--- config.mk ---
export PLATFORM = sky130hd
export DESIGN_NAME = posit_add_result_fifo
export DESIGN_NICKNAME = d
export VERILOG_FILES = /design/src/rtl/posit_add_result_fifo.sv
export SDC_FILE = /design/constraint.sdc
export NUM_CORES = 1
export LEC_CHECK = 0
export BUFFER_PORTS_ARGS = -buffer_cell sky130_fd_sc_hd__buf_2
export CAP_MARGIN = 20
export CORE_MARGIN = 5
export CORE_UTILIZATION = 50
export DETAILED_ROUTE_END_ITERATION = 6
export HOLD_SLACK_MARGIN = 0.03
export PLACE_DENSITY = 0.68
export RECOVER_POWER = 50
export SYNTH_ARGS = -nofsm -noshare
export SYNTH_HDL_FRONTEND = slang
export SYNTH_SLANG_ARGS = --single-unit
export TNS_END_PERCENT = 100
--- constraint.sdc ---
create_clock -name clk -period 17.5 [get_ports clk]
set_input_delay 2.625 -clock clk [delete_from_list [all_inputs] [get_ports clk]]
set_output_delay 2.625 -clock clk [all_outputs]
set_load 0.005 [all_outputs]
--- src/rtl/posit_add_result_fifo.sv ---
// Result FIFO behind a 5-stage posit adder.
// Issue is credit-gated: occupancy plus in-flight results never exceeds DEPTH.
module posit_add_result_fifo #(
    parameter int unsigned N     = 32,
    parameter int unsigned DEPTH = 8,
    parameter int unsigned AW    = 3
) (
    input  logic          clk,
    input  logic          rst,
    input  logic          start_req,
    output logic          start,
    input  logic          done,
    input  logic [N-1:0]  out,
    input  logic          inf,
    input  logic          zero,
    output logic          res_valid,
    input  logic          res_ready,
    output logic [N-1:0]  res_out,
    output logic          res_inf,
    output logic          res_zero,
    output logic [AW:0]   count,
    output logic          ovf_err
);

    localparam logic [AW:0]   DepthC = (AW+1)'(DEPTH);
    localparam logic [AW+1:0] DepthS = (AW+2)'(DEPTH);

    logic [N+1:0]  mem [DEPTH];
    logic [AW-1:0] wp_q, wp_d, rp_q, rp_d;
    logic [AW:0]   count_q, count_d, infl_q, infl_d;
    logic          ovf_q, ovf_d;
    logic          done_acc, full, rd, wr;
    logic [AW+1:0] occ;

    always_comb begin
        occ       = {1'b0, count_q} + {1'b0, infl_q};
        // A slot freed by a read this cycle is not yet usable as credit.
        start     = start_req & ~rst & (occ < DepthS);
        // The adder has no reset, so results with nothing in flight are stale.
        done_acc  = done & (infl_q != '0);
        full      = (count_q == DepthC);
        res_valid = (count_q != '0) & ~rst;
        rd        = res_valid & res_ready;
        wr        = done_acc & (~full | rd);
        wp_d      = wr ? wp_q + AW'(1) : wp_q;
        rp_d      = rd ? rp_q + AW'(1) : rp_q;
        ovf_d     = ovf_q | (done_acc & full & ~rd);

        count_d = count_q;
        unique case ({wr, rd})
            2'b10:   count_d = count_q + (AW+1)'(1);
            2'b01:   count_d = count_q - (AW+1)'(1);
            default: count_d = count_q;
        endcase

        infl_d = infl_q;
        unique case ({start, done_acc})
            2'b10:   infl_d = infl_q + (AW+1)'(1);
            2'b01:   infl_d = infl_q - (AW+1)'(1);
            default: infl_d = infl_q;
        endcase

        {res_inf, res_zero, res_out} = mem[rp_q];
    end

    assign count   = count_q;
    assign ovf_err = ovf_q;

    always_ff @(posedge clk) begin
        if (rst) begin
            wp_q    <= '0;
            rp_q    <= '0;
            count_q <= '0;
            infl_q  <= '0;
            ovf_q   <= 1'b0;
        end else begin
            wp_q    <= wp_d;
            rp_q    <= rp_d;
            count_q <= count_d;
            infl_q  <= infl_d;
            ovf_q   <= ovf_d;
        end
    end

    // Storage is deliberately left out of reset.
    always_ff @(posedge clk) begin
        if (wr) begin
            mem[wp_q] <= {inf, zero, out};
        end
    end

endmodule

=== Word level (Yosys, flattened, before mapping) ===
Memory sizes are Yosys's and may differ from the RTL's. A register that Yosys moved wholly into a read port is not among the register bits.
Index checks and enable logic that the tools add are counted.

* Eq/ne operators: 5
* Add/subtract/negate cells: 7
* Reduce and logical (&&, ||, !) cells: 4
* Order comparisons: 1
* Bitwise gates (word level): 13
* Multiplexer cells: 6

{| class="wikitable"
|+ Operators with widths
! kind !! count
|-
| case mux 4 bit (2 select lines) || 2
|-
| adder 4 x 1 -> 4 bit (second input constant) || 2
|-
| bitwise AND 1 bit || 8
|-
| nonzero test 4 bit || 2
|-
| subtractor 4 x 1 -> 4 bit (second input constant) || 2
|-
| adder 3 x 1 -> 3 bit (second input constant) || 2
|-
| two-way mux 3 bit || 2
|-
| adder 4 x 4 -> 5 bit || 1
|-
| less-than comparator 5 x 4 -> 1 bit (second input constant) || 1
|-
| equality test 2 x 1 -> 1 bit (second input constant) || 2
|-
| equality test 2 bit (second input constant) || 2
|-
| equality test 4 bit (second input constant) || 1
|-
| nonzero test 2 bit || 2
|-
| inverter 1 bit || 3
|-
| two-way mux 1 bit || 2
|-
| bitwise OR 1 bit || 2
|}

* Memories kept: 1
* Memory bits (writable): 272
* Bits in registers: 15
* Word-level logic and storage cells: 42

{| class="wikitable"
|+ Memories
! memory !! depth !! width !! rd ports !! clocked after memory_dff !! wr ports !! RTL line !! text
|-
| mem || 8 || 34 || 1 || 1 || 1 || 28 || <nowiki>logic [N+1:0] mem [DEPTH];</nowiki>
|}

=== Logic depth before layout (Yosys ltp) ===
* Depth after elaboration: 7
* Depth in mapped cells: 11

=== Worst setup path before layout ===
OpenSTA, ideal clock, no wires.

* Path type: input-to-reg
* From: input rst
* To: memory mem[0][0] (netlist name), enable pin
* Required time: 16.978 ns
* Slack: 10.073 ns
* Stages on the path: 4
* Data arrival time: 6.905 ns
* Cell sequence: nand2b_1 -> a31oi_1 -> buf_2 -> nor4b_1

* Cells in the longest elaborated chain, start to end: 7

{| class="wikitable"
|+ RTL lines
! element !! RTL line !! text
|-
| from (decl) || 9 || <nowiki>input logic rst,</nowiki>
|-
| inverter 1 bit || 42 || <nowiki>res_valid = (count_q != '0) & ~rst;</nowiki>
|-
| bitwise AND 1 bit || 42 ||
|-
| bitwise AND 1 bit || 43 || <nowiki>rd = res_valid & res_ready;</nowiki>
|-
| bitwise OR 1 bit || 44 || <nowiki>wr = done_acc & (~full | rd);</nowiki>
|-
| bitwise AND 1 bit || 44 ||
|-
| two-way mux 1 bit || 87 || <nowiki>if (wr) begin</nowiki>
|-
| two-way mux 1 bit (implied by the code) || 88 || <nowiki>mem[wp_q] <= {inf, zero, out};</nowiki>
|-
| to (decl) || 28 ||
|}

No other way between the ends.

=== Worst setup path in the final report ===
* From: input rst
* To: output start

* Cells in the longest elaborated chain, start to end: 3

{| class="wikitable"
|+ RTL lines
! element !! RTL line !! text
|-
| inverter 1 bit || 38 || <nowiki>start = start_req & ~rst & (occ < DepthS);</nowiki>
|-
| bitwise AND 1 bit (2 in a row) || 38 ||
|-
| to (decl) || 11 || <nowiki>output logic start,</nowiki>
|}

No other way between the ends.

==> load_flow_metrics.sql <==
INSERT INTO impl_metrics (metric_group, metric, value, unit) VALUES
('synth', 'post_synthesis_cell_count', '516', ''),
('detailed_routing', 'number_of_drc_markers_after_the_initial_detailed_route_iteration', '358', ''),
('synth', 'synthMostInstantiatedCell', 'sky130_fd_sc_hd__edfxtp_1', ''),
('synth', 'mappedNetlistNets', '567', ''),
('detailed_routing', 'detail_route.wirelength', '20.7', 'mm'),
('clock_network', 'post_cts_hold_buffer_count', '0', ''),
('worst_setup_path', 'required', '14880', 'ps'),
('pwr', 'total_leakage_power', '0.00417', 'uW'),
('detailed_routing', 'drtPass1Iterations', '4', ''),
('timing', 'timing_hold_violations_final', '0', ''),
('synth', 'synthDistinctLibCells', '44', ''),
('floorplanning', 'floorplan.initialDensity', '50.4', '%'),
('layout', 'fin_util', '58.0', '%'),
('timing', 'finalSetupViolCount', '0', ''),
('synth', 'synth_top_cells_by_area', 'sky130_fd_sc_hd__edfxtp_1, sky130_fd_sc_hd__mux4_2, sky130_fd_sc_hd__mux2_2', ''),
('pwr', 'power-per-cell-area', '131', 'nW/um^2'),
('grt', 'grt_first_pass_wirelength', '32.7', 'mm'),
('grt', 'antenna_violations_before_repair', '1', ''),
('timing', 'slew_headroom', '31.9', '%'),
('detailed_routing', 'ant_nets', '0', ''),
('timing', 'rsz0062_at_grt', 'false', ''),
('detailed_routing', 'routed-via-count', '5222', ''),
('min_path', 'timing.hold.worst_path_depth', '2', ''),
('floorplanning', 'fp-row-count', '55', ''),
('synth', 'synth_top_cells_by_count', 'sky130_fd_sc_hd__edfxtp_1, sky130_fd_sc_hd__mux4_2, sky130_fd_sc_hd__mux2_2', ''),
('synth', 'synthDominantAreaCellType', 'sky130_fd_sc_hd__edfxtp_1', ''),
('worst_setup_path', 'reg2reg_from', 'count[1]', ''),
('min_path', 'hold_end', 'ovf_err', ''),
('clock_network', 'tritoncts.num_buffers', '30', ''),
('clock_network', 'htreeDepth', '1', ''),
('timing', 'skew', '14.3', 'ps'),
('synth', 'average_footprint_of_a_synthesized_cell', '21.9', 'sq um'),
('min_path', 'timing.hold.worst.class', 'reg2reg', ''),
('status', 'outcome', 'complete, no violations', ''),
('worst_setup_path', 'worstSetupPathDepth', '5', ''),
('timing', 'maximum_frequency_from_static_timing_analysis', '0.155', 'GHz'),
('pwr', 'power.ir.vdd_worst', '71.5', 'uV'),
('synth', 'synth-edff-count', '272', ''),
('worst_setup_path', 'worst-path-buf-inv', '3', ''),
('grt', 'largest_net_degree_at_the_start_of_global_routing', '69', ''),
('worst_setup_path', 'crit_family', 'buffers and inverters', ''),
('worst_setup_path', 'regToRegSetupSlack', '14580', 'ps'),
('worst_setup_path', 'crit_slowest_cell', 'sky130_fd_sc_hd__clkbuf_1', ''),
('clock_network', 'num_clock_sinks', '290', ''),
('synth', 'synthesized_cell_area', '11300', 'sq um'),
('timing', 'layout_worst_path_cycle_share', '36.8', '%'),
('worst_setup_path', 'timing.critical_path.to_type', 'output pin', ''),
('grt', 'first_global_vias', '5756', ''),
('clock_network', 'clk_root_buffer_cell', 'sky130_fd_sc_hd__clkbuf_16', ''),
('synth', 'ys_async_sr_fraction', '0', '%'),
('synth', 'postSynthRegisterBits', '290', ''),
('grt', 'grt_overflow_total', '0', ''),
('detailed_routing', 'post_drt_wl_per_cell', '22.3', 'um'),
('floorplanning', 'core-area', '22400', 'sq um'),
('worst_setup_path', 'crit_fanout', '25', ''),
('detailed_routing', 'vias_per_cell', '5.63', ''),
('floorplanning', 'boundaryPins', '80', ''),
('synth', 'ys_flop_type', 'sky130_fd_sc_hd__edfxtp_1', ''),
('synth', 'yosysSeqAreaShare', '75.5', '%'),
('worst_setup_path', 'crit_chain', 'clkbuf_1 -> nor4_1 -> nand3_1 -> inv_1 -> buf_2', ''),
('layout', 'final_net_count', '670', ''),
('place', 'hpwl_after_dpl', '11.6', 'mm'),
('synth', 'synth_warnings', '0', ''),
('layout', 'post_route_cells_drive_above_1_share', '34.1', '%'),
('layout', 'area.growth.synth_to_final', '15.2', '%'),
('clock_network', 'post_cts.repair.setup_buffers', '0', ''),
('worst_setup_path', 'criticalPathCategory', 'in2out', ''),
('floorplanning', 'floorplan.die_area', '25700', 'sq um'),
('worst_setup_path', 'timing.critical_path.slowest_cell_delay', '710', 'ps'),
('floorplanning', 'fp.dieW', '160', 'um'),
('clock_network', 'clock_tree.buffer_depth', '3', '');
-- metrics by stage --
stage / cell area (sq um) / hold WS, ps / std cells / power, uW / setup WS (ps)
6_report: 13000 / 488 / 928 / 1710 / 11060
3_3_place_gp: 12100 / 470 / 871 / 1110 / 11370
2_1_floorplan: 11300 / 459 / 516 / 1030 / 10070
5_1_grt: 13000 / 532 / 927 / 1780 / 10870
4_1_cts: 13100 / 480 / 926 / 1730 / 11350
3_5_place_dp: 12100 / 472 / 871 / 1120 / 11340
-- sequential cells by signal, indices dropped and copies added, names as in the netlist, named ones only --
register  cells
infl_q        4
mem         272
rp_q          3
wp_q          3
ovf_err       1
count         4
-- report_power, final --
group	internal (uW)	switching, uW
registers	806	32.7
logic	138	120
clock network	365	245
-- tightest hold or removal path, delay by kind of cell, from the launching register on --
family	cells	cell delay, ps
AND/OR/NAND/NOR	1	70
AO/OA/AOI/OAI	1	50
flip-flops	1	330
-- cell families after synthesis --
kind of cell               Yosys count  synth area share (%)
AOI/OAI and AO/OA                   15                  1.04
adders and majority gates           12                  1.46
and+or+nand+nor                     51                  2.51
buffers and inverters               33                  1.38
xor gates and xnor gates             6                 0.465
muxes                              109                  17.7
DFF                                290                  75.5
-- worst max path at each step --
| stage | start | endpoint | slack, ps |
|---|---|---|---|
| 3_3_place_gp | rst | start | 11370 |
| 5_1_grt | rst | start | 10870 |
| 3_5_place_dp | rst | start | 11340 |
| 4_1_cts | rst | start | 11350 |
| 2_1_floorplan | rst | mem[0][0] | 10070 |
| 6_report | rst | start | 11060 |
-- area by class of cell --
| class | instances | area (sq um) |
|---|---|---|
| Antenna cell | 1 | 2.50 |
| Inverter | 8 | 30.0 |
| Tap cell | 285 | 357 |
| Clock inverter | 14 | 124 |
| Timing Repair Buffer | 96 | 473 |
| Multi-Input combinational cell | 193 | 2650 |
| Sequential cell | 290 | 8540 |
| Fill cell | 1666 | 9410 |
| Clock buffer | 41 | 843 |
-- metal layers --
metal | track usage [%] | vias up | wire length, um | part of all wire (%)
li1 | - | 2342 | - | -
met1 | 22.2 | 2725 | 8550 | 41
met2 | 27.8 | 122 | 10600 | 52
met3 | 2.98 | 31 | 1100 | 5.3
met4 | 4.34 | 2 | 344 | 1.7
met5 | 0 | - | 13 | 0.063
-- placed cells by master (no fill, tap or decap), drive strengths merged, types with 3 or more instances in the layout --
master / synthesis / final
a21oi: 6 / 6
nor2b: 4 / 4
xor2: 4 / 4
nand2: 4 / 4
edfxtp: 272 / 272
buf: 12 / 58
clkinv: 0 / 9
ha: 10 / 10
mux2: 39 / 39
inv: 8 / 9
nor3b: 3 / 3
clkbuf: 13 / 79
nor2: 23 / 23
dfxtp: 18 / 18
nand3: 3 / 3
nor3: 3 / 3
mux4: 68 / 68
No activity file was read; power rests on OpenSTA's default activity.
